===== config.mk =====
export PLATFORM = sky130hd
export DESIGN_NAME = ntt_bf_pe
export DESIGN_NICKNAME = d
export VERILOG_FILES = /design/src/rtl/ntt_bf_pe.sv
export SDC_FILE = /design/constraint.sdc
export NUM_CORES = 1
export LEC_CHECK = 0
export BUFFER_PORTS_ARGS = -buffer_cell sky130_fd_sc_hd__buf_2
export CAP_MARGIN = 15
export CORE_ASPECT_RATIO = 1.2
export CORE_UTILIZATION = 41
export DETAILED_ROUTE_END_ITERATION = 12
export GPL_TIMING_DRIVEN = 0
export PLACE_DENSITY = 0.63
export SKIP_CTS_REPAIR_TIMING = 1
export SLEW_MARGIN = 20
export SYNTH_ARGS = -nofsm -noshare
export SYNTH_HDL_FRONTEND = slang
export SYNTH_SLANG_ARGS = --single-unit

===== constraint.sdc =====
create_clock -name clk -period 20 [get_ports clk]
set_clock_uncertainty 0.1 [all_clocks]
set_input_delay 3 -clock clk [delete_from_list [all_inputs] [get_ports clk]]
set_output_delay 3 -clock clk [all_outputs]
set_load 0.05 [all_outputs]

===== src/rtl/ntt_bf_pe.sv =====
// Pipelined NTT/INTT butterfly: Cooley-Tukey or Gentleman-Sande per operation, optional halving.
// Operands ride down the pipe with their valid bit and mode/half tags; latency is MUL_LAT + 4.
module ntt_bf_pe #(
  parameter int unsigned DATA_WIDTH = 12,
  parameter int unsigned Q          = 3329,
  parameter int unsigned MUL_LAT    = 4
) (
  input  logic                  clk,
  input  logic                  rst,
  input  logic                  in_valid,
  input  logic                  mode,
  input  logic                  half_en,
  input  logic [DATA_WIDTH-1:0] u,
  input  logic [DATA_WIDTH-1:0] v,
  input  logic [DATA_WIDTH-1:0] w,
  output logic                  out_valid,
  output logic [DATA_WIDTH-1:0] bf_upper,
  output logic [DATA_WIDTH-1:0] bf_lower
);

  localparam int unsigned DW = DATA_WIDTH;
  localparam int unsigned K  = 2 * DW;
  localparam int unsigned PW = 2 * DW + K + 1;

  localparam logic [DW:0]   QW       = (DW + 1)'(Q);
  localparam logic [PW-1:0] QP       = PW'(Q);
  // Barrett constant floor(2^K / Q); estimate is at most 2 short, hence two corrections.
  localparam logic [PW-1:0] BarrettM = (PW'(1) << K) / QP;

  function automatic logic [DW-1:0] mod_add(input logic [DW-1:0] a, input logic [DW-1:0] b);
    logic [DW:0] s;
    s = {1'b0, a} + {1'b0, b};
    if (s >= QW) s = s - QW;
    return DW'(s);
  endfunction

  function automatic logic [DW-1:0] mod_sub(input logic [DW-1:0] a, input logic [DW-1:0] b);
    logic [DW:0] d;
    d = {1'b0, a} - {1'b0, b};
    if (a < b) d = d + QW;
    return DW'(d);
  endfunction

  function automatic logic [DW-1:0] halve(input logic [DW-1:0] z);
    logic [DW:0] s;
    s = {1'b0, z};
    if (z[0]) s = s + QW;
    return DW'(s >> 1);
  endfunction

  function automatic logic [DW-1:0] reduce(input logic [2*DW-1:0] p);
    logic [PW-1:0] qe;
    logic [PW-1:0] r;
    qe = (PW'(p) * BarrettM) >> K;
    r  = PW'(p) - qe * QP;
    if (r >= QP) r = r - QP;
    if (r >= QP) r = r - QP;
    return DW'(r);
  endfunction

  logic          vld1_q, mode1_q, half1_q;
  logic [DW-1:0] u1_q, v1_q, w1_q;
  logic          vld2_q, mode2_q, half2_q;
  logic [DW-1:0] a2_q, b2_q, w2_q, a2_d, b2_d;
  logic          vld_m_q  [MUL_LAT];
  logic          mode_m_q [MUL_LAT];
  logic          half_m_q [MUL_LAT];
  logic [DW-1:0] a_m_q    [MUL_LAT];
  logic [2*DW-1:0] prod, p_q;
  logic [DW-1:0] t_red, t_m, a_m;
  logic          vld3_q, half3_q;
  logic [DW-1:0] x3_q, y3_q, x3_d, y3_d, up_d, lo_d;

  assign prod  = (2 * DW)'(b2_q) * (2 * DW)'(w2_q);
  assign t_red = reduce(p_q);
  assign a_m   = a_m_q[MUL_LAT-1];

  // Product is registered in the first M stage; the reduced value fills the remaining stages.
  if (MUL_LAT == 1) begin : g_t_direct
    assign t_m = t_red;
  end else begin : g_t_pipe
    logic [DW-1:0] t_q [MUL_LAT-1];
    always_ff @(posedge clk) begin
      if (!rst) begin
        for (int i = 0; i < MUL_LAT - 1; i++) t_q[i] <= '0;
      end else begin
        t_q[0] <= t_red;
        for (int i = 1; i < MUL_LAT - 1; i++) t_q[i] <= t_q[i-1];
      end
    end
    assign t_m = t_q[MUL_LAT-2];
  end

  always_comb begin
    a2_d = u1_q;
    b2_d = v1_q;
    if (mode1_q) begin
      a2_d = mod_add(u1_q, v1_q);
      b2_d = mod_sub(u1_q, v1_q);
    end
    x3_d = a_m;
    y3_d = t_m;
    if (!mode_m_q[MUL_LAT-1]) begin
      x3_d = mod_add(a_m, t_m);
      y3_d = mod_sub(a_m, t_m);
    end
    up_d = half3_q ? halve(x3_q) : x3_q;
    lo_d = half3_q ? halve(y3_q) : y3_q;
  end

  always_ff @(posedge clk) begin
    if (!rst) begin
      vld1_q    <= 1'b0;
      mode1_q   <= 1'b0;
      half1_q   <= 1'b0;
      u1_q      <= '0;
      v1_q      <= '0;
      w1_q      <= '0;
      vld2_q    <= 1'b0;
      mode2_q   <= 1'b0;
      half2_q   <= 1'b0;
      a2_q      <= '0;
      b2_q      <= '0;
      w2_q      <= '0;
      p_q       <= '0;
      for (int i = 0; i < MUL_LAT; i++) begin
        vld_m_q[i]  <= 1'b0;
        mode_m_q[i] <= 1'b0;
        half_m_q[i] <= 1'b0;
        a_m_q[i]    <= '0;
      end
      vld3_q    <= 1'b0;
      half3_q   <= 1'b0;
      x3_q      <= '0;
      y3_q      <= '0;
      out_valid <= 1'b0;
      bf_upper  <= '0;
      bf_lower  <= '0;
    end else begin
      vld1_q      <= in_valid;
      mode1_q     <= mode;
      half1_q     <= half_en;
      u1_q        <= u;
      v1_q        <= v;
      w1_q        <= w;
      vld2_q      <= vld1_q;
      mode2_q     <= mode1_q;
      half2_q     <= half1_q;
      a2_q        <= a2_d;
      b2_q        <= b2_d;
      w2_q        <= w1_q;
      p_q         <= prod;
      vld_m_q[0]  <= vld2_q;
      mode_m_q[0] <= mode2_q;
      half_m_q[0] <= half2_q;
      a_m_q[0]    <= a2_q;
      for (int i = 1; i < MUL_LAT; i++) begin
        vld_m_q[i]  <= vld_m_q[i-1];
        mode_m_q[i] <= mode_m_q[i-1];
        half_m_q[i] <= half_m_q[i-1];
        a_m_q[i]    <= a_m_q[i-1];
      end
      vld3_q      <= vld_m_q[MUL_LAT-1];
      half3_q     <= half_m_q[MUL_LAT-1];
      x3_q        <= x3_d;
      y3_q        <= y3_d;
      out_valid   <= vld3_q;
      // Results hold through bubbles.
      if (vld3_q) begin
        bf_upper <= up_d;
        bf_lower <= lo_d;
      end
    end
  end

endmodule


==> results of run 1 <==
[logic make-up after synthesis]
group / synth area share
fa+ha+maj: 0.377
flops: 0.201
buf+inv: 0.0852
simple gates: 0.163
mux: 0.0110
xor+xnor: 0.0465
compound gates: 0.117
[final cells by class]
cell class	instances	area (µm²)	area share
sequential	249	4980	0.184
multi-input combinational	1980	17700	0.654
timing repair buffer	64	320	0.0118
clock buffer	34	742	0.0274
buffer	96	383	0.0141
inverter	462	1730	0.0640
clock inverter	14	208	0.00766
tap	800	1000	0.0369
[synth_stat cells, types with 8 or more instances]
cell	count	area, µm²
sky130_fd_sc_hd__dfxtp_1	249	4980
sky130_fd_sc_hd__fa_1	261	5230
sky130_fd_sc_hd__nand3_1	54	270
sky130_fd_sc_hd__and2_1	209	1310
sky130_fd_sc_hd__a21oi_1	136	681
sky130_fd_sc_hd__a21o_1	34	255
sky130_fd_sc_hd__o21a_1	17	128
sky130_fd_sc_hd__a311oi_1	8	70.1
sky130_fd_sc_hd__clkbuf_1	87	327
sky130_fd_sc_hd__inv_1	460	1730
sky130_fd_sc_hd__nor2_1	151	567
sky130_fd_sc_hd__mux2i_1	25	250
sky130_fd_sc_hd__or3_1	14	87.6
sky130_fd_sc_hd__ha_1	331	4140
sky130_fd_sc_hd__a21boi_0	9	67.6
sky130_fd_sc_hd__o21bai_1	20	150
sky130_fd_sc_hd__xor2_1	57	499
sky130_fd_sc_hd__and3_1	26	163
sky130_fd_sc_hd__nor3_1	30	150
sky130_fd_sc_hd__xnor2_1	75	657
sky130_fd_sc_hd__nand4_1	23	144
sky130_fd_sc_hd__o21ai_1	9	45.0
sky130_fd_sc_hd__nor2b_1	18	113
sky130_fd_sc_hd__a31oi_1	18	113
sky130_fd_sc_hd__a211oi_1	19	143
sky130_fd_sc_hd__o31ai_1	11	82.6
sky130_fd_sc_hd__o21ai_0	85	425
sky130_fd_sc_hd__nand2_1	191	717
sky130_fd_sc_hd__o211ai_1	13	97.6
sky130_fd_sc_hd__nand2b_1	20	125
[sequential cells by signal, summed over array words and instances (netlist names), 4 cells and up]
register      cells
y3_q             12
a2_q             12
g_t_pipe.t_q     36
bf_lower         12
x3_q             12
vld_m_q           4
u1_q             12
w2_q             12
p_q              24
half_m_q          4
a_m_q            48
b2_q             12
bf_upper         12
mode_m_q          4
v1_q             12
w1_q             12
[path summary, 6_finish.rpt]
check	startpoint	end	depth (start not counted)
hold / removal	half_m_q[2]$_DFF_P_	half_m_q[3]$_DFF_P_	1
setup reg to reg	p_q[13]$_SDFF_PN0_	g_t_pipe.t_q[0][10]$_SDFF_PN0_	45
hold reg to reg	half_m_q[2]$_DFF_P_	half_m_q[3]$_DFF_P_	1
setup / recovery	p_q[13]$_SDFF_PN0_	g_t_pipe.t_q[0][10]$_SDFF_PN0_	45
[per-stage QoR]
stage	area [µm²]	setup WS [ps]	hold WS [ps]	cells	util
after global routing	27100	4750	341	3699	0.454
after floorplan	24800	8250	306	2787	-
after global placement	26200	6140	313	3651	0.438
final	27100	5750	327	3699	0.454
after detailed placement	26200	5750	317	3651	0.438
after CTS	27100	5680	332	3699	0.454
[per-layer routing]
metal	up-vias	global-route usage	part of all wire
met5	-	0	0
met4	0	0.0629	0.031
met3	116	0.0158	0.036
met2	455	0.374	0.51
met1	9324	0.246	0.42
li1	9262	-	-
[critical path: cells and delay by family (launching register included)]
family,cells,cell delay (ps)
compound gates,12,4110
xor+xnor,2,510
simple gates,10,2450
buf+inv,9,1170
flops,1,650
fa+ha+maj,12,5110
==> metrics.txt, run 1 <==
# TYPE chip_impl_metric gauge
chip_impl_metric{name="yosysSeqAreaShare",unit=""} 0.201
chip_impl_metric{name="num-nets-final",unit=""} 3513
chip_impl_metric{name="insertedDiodeCount",unit=""} 0
chip_impl_info{name="endpoint_kind",value="register"} 1
chip_impl_metric{name="drv.max_cap_violation_count",unit=""} 0
chip_impl_metric{name="yosysWarnings",unit=""} 0
chip_impl_metric{name="worstPathMaxFanout",unit=""} 10
chip_impl_metric{name="synth.ff_latch_count",unit=""} 249
chip_impl_metric{name="clkTransAtPathRegs",unit="ps"} 60
chip_impl_metric{name="clockBufferDepth",unit=""} 3
chip_impl_metric{name="detailedPlacementHpwl",unit="µm"} 50600
chip_impl_metric{name="rows",unit=""} 98
chip_impl_metric{name="final-hold-violation-count",unit=""} 0
chip_impl_metric{name="postRouteWirelength",unit="µm"} 60500
chip_impl_metric{name="timing_max_transition_violations_final",unit=""} 0
chip_impl_info{name="run_status",value="finished, final reports clean"} 1
chip_impl_metric{name="synth.avg_cell_area",unit="µm²"} 8.91
chip_impl_info{name="synth-main-ff-cell",value="sky130_fd_sc_hd__dfxtp_1"} 1
chip_impl_metric{name="number_of_distinct_library_cells_after_synthesis",unit=""} 86
chip_impl_metric{name="setup_viol",unit=""} 0
chip_impl_info{name="cts_root_buf",value="sky130_fd_sc_hd__clkbuf_16"} 1
chip_impl_metric{name="maximum_number_of_pins_on_one_net_before_global_route_repair",unit=""} 15
chip_impl_metric{name="chipHeight",unit="µm"} 272
chip_impl_info{name="rsz0062_at_grt",value="false"} 1
chip_impl_metric{name="min_period_over_period",unit=""} 0.713
chip_impl_metric{name="slew-limit-headroom",unit=""} 0.284
chip_impl_info{name="critical_path.startpoint_type",value="register"} 1
chip_impl_metric{name="max_freq",unit="GHz"} 0.0702
chip_impl_metric{name="fp.dieArea",unit="mm²"} 0.0616
chip_impl_metric{name="routed_wire_length_per_instance",unit="µm"} 16.3
chip_impl_metric{name="drt_first_iter_violations",unit=""} 980
chip_impl_info{name="timing.setup.critical_path_class",value="reg2reg"} 1
chip_impl_metric{name="worst-r2r-setup-slack",unit="ps"} 5750
chip_impl_metric{name="drt-pass1-iter-count",unit=""} 5
chip_impl_metric{name="route.antenna.remaining_nets",unit=""} 0
chip_impl_info{name="hp-class",value="reg2reg"} 1
chip_impl_info{name="layout_commonest_cell",value="sky130_fd_sc_hd__inv_1"} 1
chip_impl_metric{name="count_of_flip_flops_with_a_built_in_enable_after_synthesis",unit=""} 0
chip_impl_info{name="most-common-layout-cells",value="sky130_fd_sc_hd__inv_1 (460), sky130_fd_sc_hd__ha_1 (331), sky130_fd_sc_hd__fa_1 (261)"} 1
chip_impl_metric{name="post_drt_via_cell_ratio",unit=""} 5.18
chip_impl_metric{name="cp_slowest_stage_delay",unit="ps"} 880
chip_impl_metric{name="areaGrowthSynthToFinish",unit="%"} 9.15
chip_impl_metric{name="worst_path_arrival",unit="ps"} 14570
chip_impl_metric{name="grt_use_total",unit=""} 0.203
chip_impl_info{name="crit_path_frequent_cell",value="sky130_fd_sc_hd__fa_1"} 1
chip_impl_metric{name="clock_insertion_delay_worst_skew",unit="ps"} 560
chip_impl_metric{name="gp_congestion",unit=""} 0.935
chip_impl_metric{name="first_global_vias",unit=""} 20100
chip_impl_metric{name="floorplan.core_area",unit="mm²"} 0.0597
chip_impl_metric{name="tightestPinTransition",unit="ps"} 1070
chip_impl_metric{name="netlist_area",unit="mm²"} 0.0248
chip_impl_metric{name="initial_core_util",unit=""} 0.416
chip_impl_metric{name="die_width",unit="µm"} 227
chip_impl_metric{name="clock_tree.htree_level_count",unit=""} 1
chip_impl_metric{name="place.port_buffers",unit=""} 64
chip_impl_metric{name="globalRoute.totalOverflow",unit=""} 0
chip_impl_metric{name="worst_ep_required_time",unit="ps"} 20320
chip_impl_info{name="slowest_stage",value="sky130_fd_sc_hd__nor4_2"} 1
chip_impl_metric{name="final_layout_size_suffix_gt1_frac",unit=""} 0.0500
chip_impl_metric{name="syn-instance-count",unit=""} 2787
chip_impl_metric{name="pin_count",unit=""} 66
chip_impl_info{name="tritoncts_clock_tree",value="built"} 1
chip_impl_metric{name="routed-via-count",unit=""} 19200
chip_impl_metric{name="grt_antenna_before_repair",unit=""} 0
chip_impl_metric{name="finalSetupTns",unit="ps"} 0
chip_impl_metric{name="fillers",unit=""} 5813
chip_impl_metric{name="clock_sinks",unit=""} 249
chip_impl_metric{name="drc",unit=""} 0
chip_impl_metric{name="tritoncts.num_buffers",unit=""} 27
chip_impl_metric{name="first_pass_grt_wire_length",unit="µm"} 101000
chip_impl_metric{name="syn-num-nets",unit=""} 3420
chip_impl_metric{name="period_needed",unit="ps"} 14250
chip_impl_metric{name="synth_async_sr_flop_share",unit=""} 0
Power of run 1 is not shown: default switching activity piles up to over one toggle a cycle in this logic, so the estimate is an artifact.
==> run 2, diff against run 1 <==
--- a/config.mk
+++ b/config.mk
@@ -11,7 +11,7 @@
 export CORE_UTILIZATION = 41
 export DETAILED_ROUTE_END_ITERATION = 12
 export GPL_TIMING_DRIVEN = 0
-export PLACE_DENSITY = 0.63
+export PLACE_DENSITY = 0.65
 export SKIP_CTS_REPAIR_TIMING = 1
 export SLEW_MARGIN = 20
 export SYNTH_ARGS = -nofsm -noshare
==> constraint.sdc (replaced) <==
create_clock -name clk -period 11.4 [get_ports clk]
set_clock_uncertainty 0.1 [all_clocks]
set_input_delay 1.71 -clock clk [delete_from_list [all_inputs] [get_ports clk]]
set_output_delay 1.71 -clock clk [all_outputs]
set_load 0.05 [all_outputs]
==> metrics.txt, run 2 (synthesized netlist as in run 1, its figures left out) <==
# TYPE chip_impl_metric gauge
chip_impl_info{name="rsz0062_at_grt",value="true"} 1
chip_impl_metric{name="grt_use_total",unit=""} 0.192
chip_impl_metric{name="clock_insertion_delay_worst_skew",unit="ps"} 550
chip_impl_metric{name="gp_congestion",unit=""} 0.916
chip_impl_metric{name="pin_count",unit=""} 66
chip_impl_metric{name="worst_path_arrival",unit="ps"} 11750
chip_impl_metric{name="period_needed",unit="ps"} 11390
chip_impl_metric{name="final-hold-violation-count",unit=""} 0
chip_impl_metric{name="route.antenna.remaining_nets",unit=""} 0
chip_impl_metric{name="placement_cell_area",unit="mm²"} 0.0262
chip_impl_metric{name="final_cells",unit=""} 3773
chip_impl_metric{name="worst-path-buf-inv",unit=""} 8
chip_impl_info{name="reg_top3",value="a_m_q: 48 flops, g_t_pipe.t_q: 36 flops, p_q: 24 flops"} 1
chip_impl_metric{name="worst_ep_required_time",unit="ps"} 11750
chip_impl_metric{name="postRouteWirelength",unit="µm"} 59400
chip_impl_metric{name="num-nets-final",unit=""} 3588
chip_impl_metric{name="cp_slowest_stage_delay",unit="ps"} 600
chip_impl_info{name="layout_commonest_cell",value="sky130_fd_sc_hd__inv_1"} 1
chip_impl_metric{name="slew-limit-headroom",unit=""} 0.240
chip_impl_info{name="run_status",value="finished, final reports clean"} 1
chip_impl_metric{name="clkTransAtPathRegs",unit="ps"} 60
chip_impl_metric{name="first_pass_grt_wire_length",unit="µm"} 94300
chip_impl_metric{name="ff_latch_area",unit="mm²"} 0.00506
chip_impl_metric{name="die_width",unit="µm"} 227
chip_impl_metric{name="floorplan.core_area",unit="mm²"} 0.0597
chip_impl_metric{name="clock_sinks",unit=""} 249
chip_impl_metric{name="rows",unit=""} 98
chip_impl_metric{name="insertedDiodeCount",unit=""} 0
chip_impl_metric{name="tritoncts.num_buffers",unit=""} 26
chip_impl_info{name="cts_root_buf",value="sky130_fd_sc_hd__clkbuf_16"} 1
chip_impl_info{name="most-common-layout-cells",value="sky130_fd_sc_hd__inv_1 (433), sky130_fd_sc_hd__ha_1 (311), sky130_fd_sc_hd__fa_1 (255)"} 1
chip_impl_metric{name="finish.instance_area",unit="mm²"} 0.0286
chip_impl_metric{name="fp.dieArea",unit="mm²"} 0.0616
chip_impl_metric{name="first_global_vias",unit=""} 18800
chip_impl_metric{name="globalRoute.totalOverflow",unit=""} 0
chip_impl_metric{name="post_drt_via_cell_ratio",unit=""} 5.08
chip_impl_metric{name="min_period_over_period",unit=""} 0.999
chip_impl_metric{name="maximum_number_of_pins_on_one_net_before_global_route_repair",unit=""} 16
chip_impl_info{name="timing.setup.critical_path_class",value="reg2reg"} 1
chip_impl_metric{name="fillers",unit=""} 5655
chip_impl_metric{name="areaGrowthSynthToFinish",unit="%"} 15.2
chip_impl_metric{name="dp.cells",unit=""} 3651
chip_impl_metric{name="setup_viol",unit=""} 0
chip_impl_metric{name="clockBufferDepth",unit=""} 3
chip_impl_metric{name="area_taken_by_multi_input_logic_gates",unit="mm²"} 0.0186
chip_impl_info{name="critical_path.startpoint_type",value="register"} 1
chip_impl_metric{name="drt-pass1-iter-count",unit=""} 7
chip_impl_info{name="slowest_stage",value="sky130_fd_sc_hd__fa_2"} 1
chip_impl_metric{name="drc",unit=""} 0
chip_impl_metric{name="place.port_buffers",unit=""} 64
chip_impl_metric{name="initial_core_util",unit=""} 0.416
chip_impl_metric{name="largest_register_ffs",unit=""} 48
chip_impl_metric{name="drt_first_iter_violations",unit=""} 965
chip_impl_metric{name="final_layout_size_suffix_gt1_frac",unit=""} 0.129
chip_impl_metric{name="timing.hold.ws",unit="ps"} 328
chip_impl_info{name="hp-class",value="reg2reg"} 1
chip_impl_metric{name="routed_wire_length_per_instance",unit="µm"} 15.7
chip_impl_info{name="endpoint_kind",value="register"} 1
chip_impl_metric{name="timing_max_transition_violations_final",unit=""} 0
chip_impl_info{name="tritoncts_clock_tree",value="built"} 1
chip_impl_metric{name="grt_antenna_before_repair",unit=""} 0
chip_impl_metric{name="chipHeight",unit="µm"} 272
chip_impl_metric{name="detailedPlacementHpwl",unit="µm"} 47500
chip_impl_metric{name="clock_tree.htree_level_count",unit=""} 1
chip_impl_info{name="path_delay_family",value="adder cells"} 1
chip_impl_metric{name="routed-via-count",unit=""} 19200
chip_impl_metric{name="max_freq",unit="GHz"} 0.0878
chip_impl_info{name="regMostFlops",value="a_m_q"} 1
chip_impl_metric{name="tightestPinTransition",unit="ps"} 1140
chip_impl_metric{name="worstPathMaxFanout",unit=""} 6
chip_impl_info{name="crit_path_frequent_cell",value="sky130_fd_sc_hd__fa_1"} 1
chip_impl_metric{name="drv.max_cap_violation_count",unit=""} 0
[run 2: changes by cell type in the layout (fill, tap and decap cells not counted), sizes merged]
cell and delta:
clkinvlp +3, clkbuf -11, buf +82, inv -2
clkinv +2
[run 2: metrics by stage]
stage	setup TNS, ps	utilization	setup slack [ps]
after CTS	-24440	0.453	-2200
after global routing	-4460	0.479	-440
final	0	0.479	6.11
after floorplan	0	-	1.46
after global placement	-23490	0.438	-2150
after detailed placement	-23570	0.438	-2120
[run 2: final timing paths]
| path | from | depth (start not counted) | slack, ps | end |
|---|---|---|---|---|
| worst max register to register | p_q[18]$_SDFF_PN0_ | 46 | 6 | g_t_pipe.t_q[0][10]$_SDFF_PN0_ |
| worst min-delay path | mode2_q$_SDFF_PN0_ | 1 | 330 | mode_m_q[0][0]$_SDFF_PN0_ |
| worst max-delay path | p_q[18]$_SDFF_PN0_ | 46 | 6 | g_t_pipe.t_q[0][10]$_SDFF_PN0_ |
| worst min register to register | mode2_q$_SDFF_PN0_ | 1 | 330 | mode_m_q[0][0]$_SDFF_PN0_ |
[run 2: worst register-to-register path, delay by kind of cell, from the launching register on]
kind	cells	cell delay (ps)
buffers and inverters	8	520
AND/OR/NAND/NOR	10	2570
AO/OA/AOI/OAI	13	2270
XOR/XNOR	3	470
adder cells (fa/ha/maj)	12	5010
flip-flops	1	370
[run 2: cell type report]
| type | instances | area share |
|---|---|---|
| Buffer | 92 | 0.0133 |
| Clock buffer | 29 | 0.0235 |
| Clock inverter | 17 | 0.00769 |
| Inverter | 462 | 0.0610 |
| Multi-Input combinational cell | 1980 | 0.650 |
| Sequential cell | 249 | 0.177 |
| Tap cell | 800 | 0.0350 |
| Timing Repair Buffer | 144 | 0.0331 |
[run 2: layer usage]
| metal | share of wire | vias to the layer above | track usage | wire [µm] |
|---|---|---|---|---|
| li1 | - | 9406 | - | - |
| met1 | 0.43 | 9267 | 0.237 | 25400 |
| met2 | 0.49 | 405 | 0.339 | 29400 |
| met3 | 0.040 | 107 | 0.0234 | 2400 |
| met4 | 0.036 | 0 | 0.0665 | 2170 |
| met5 | 0 | - | 0 | 0 |
Power of run 2 is left out for the same reason.
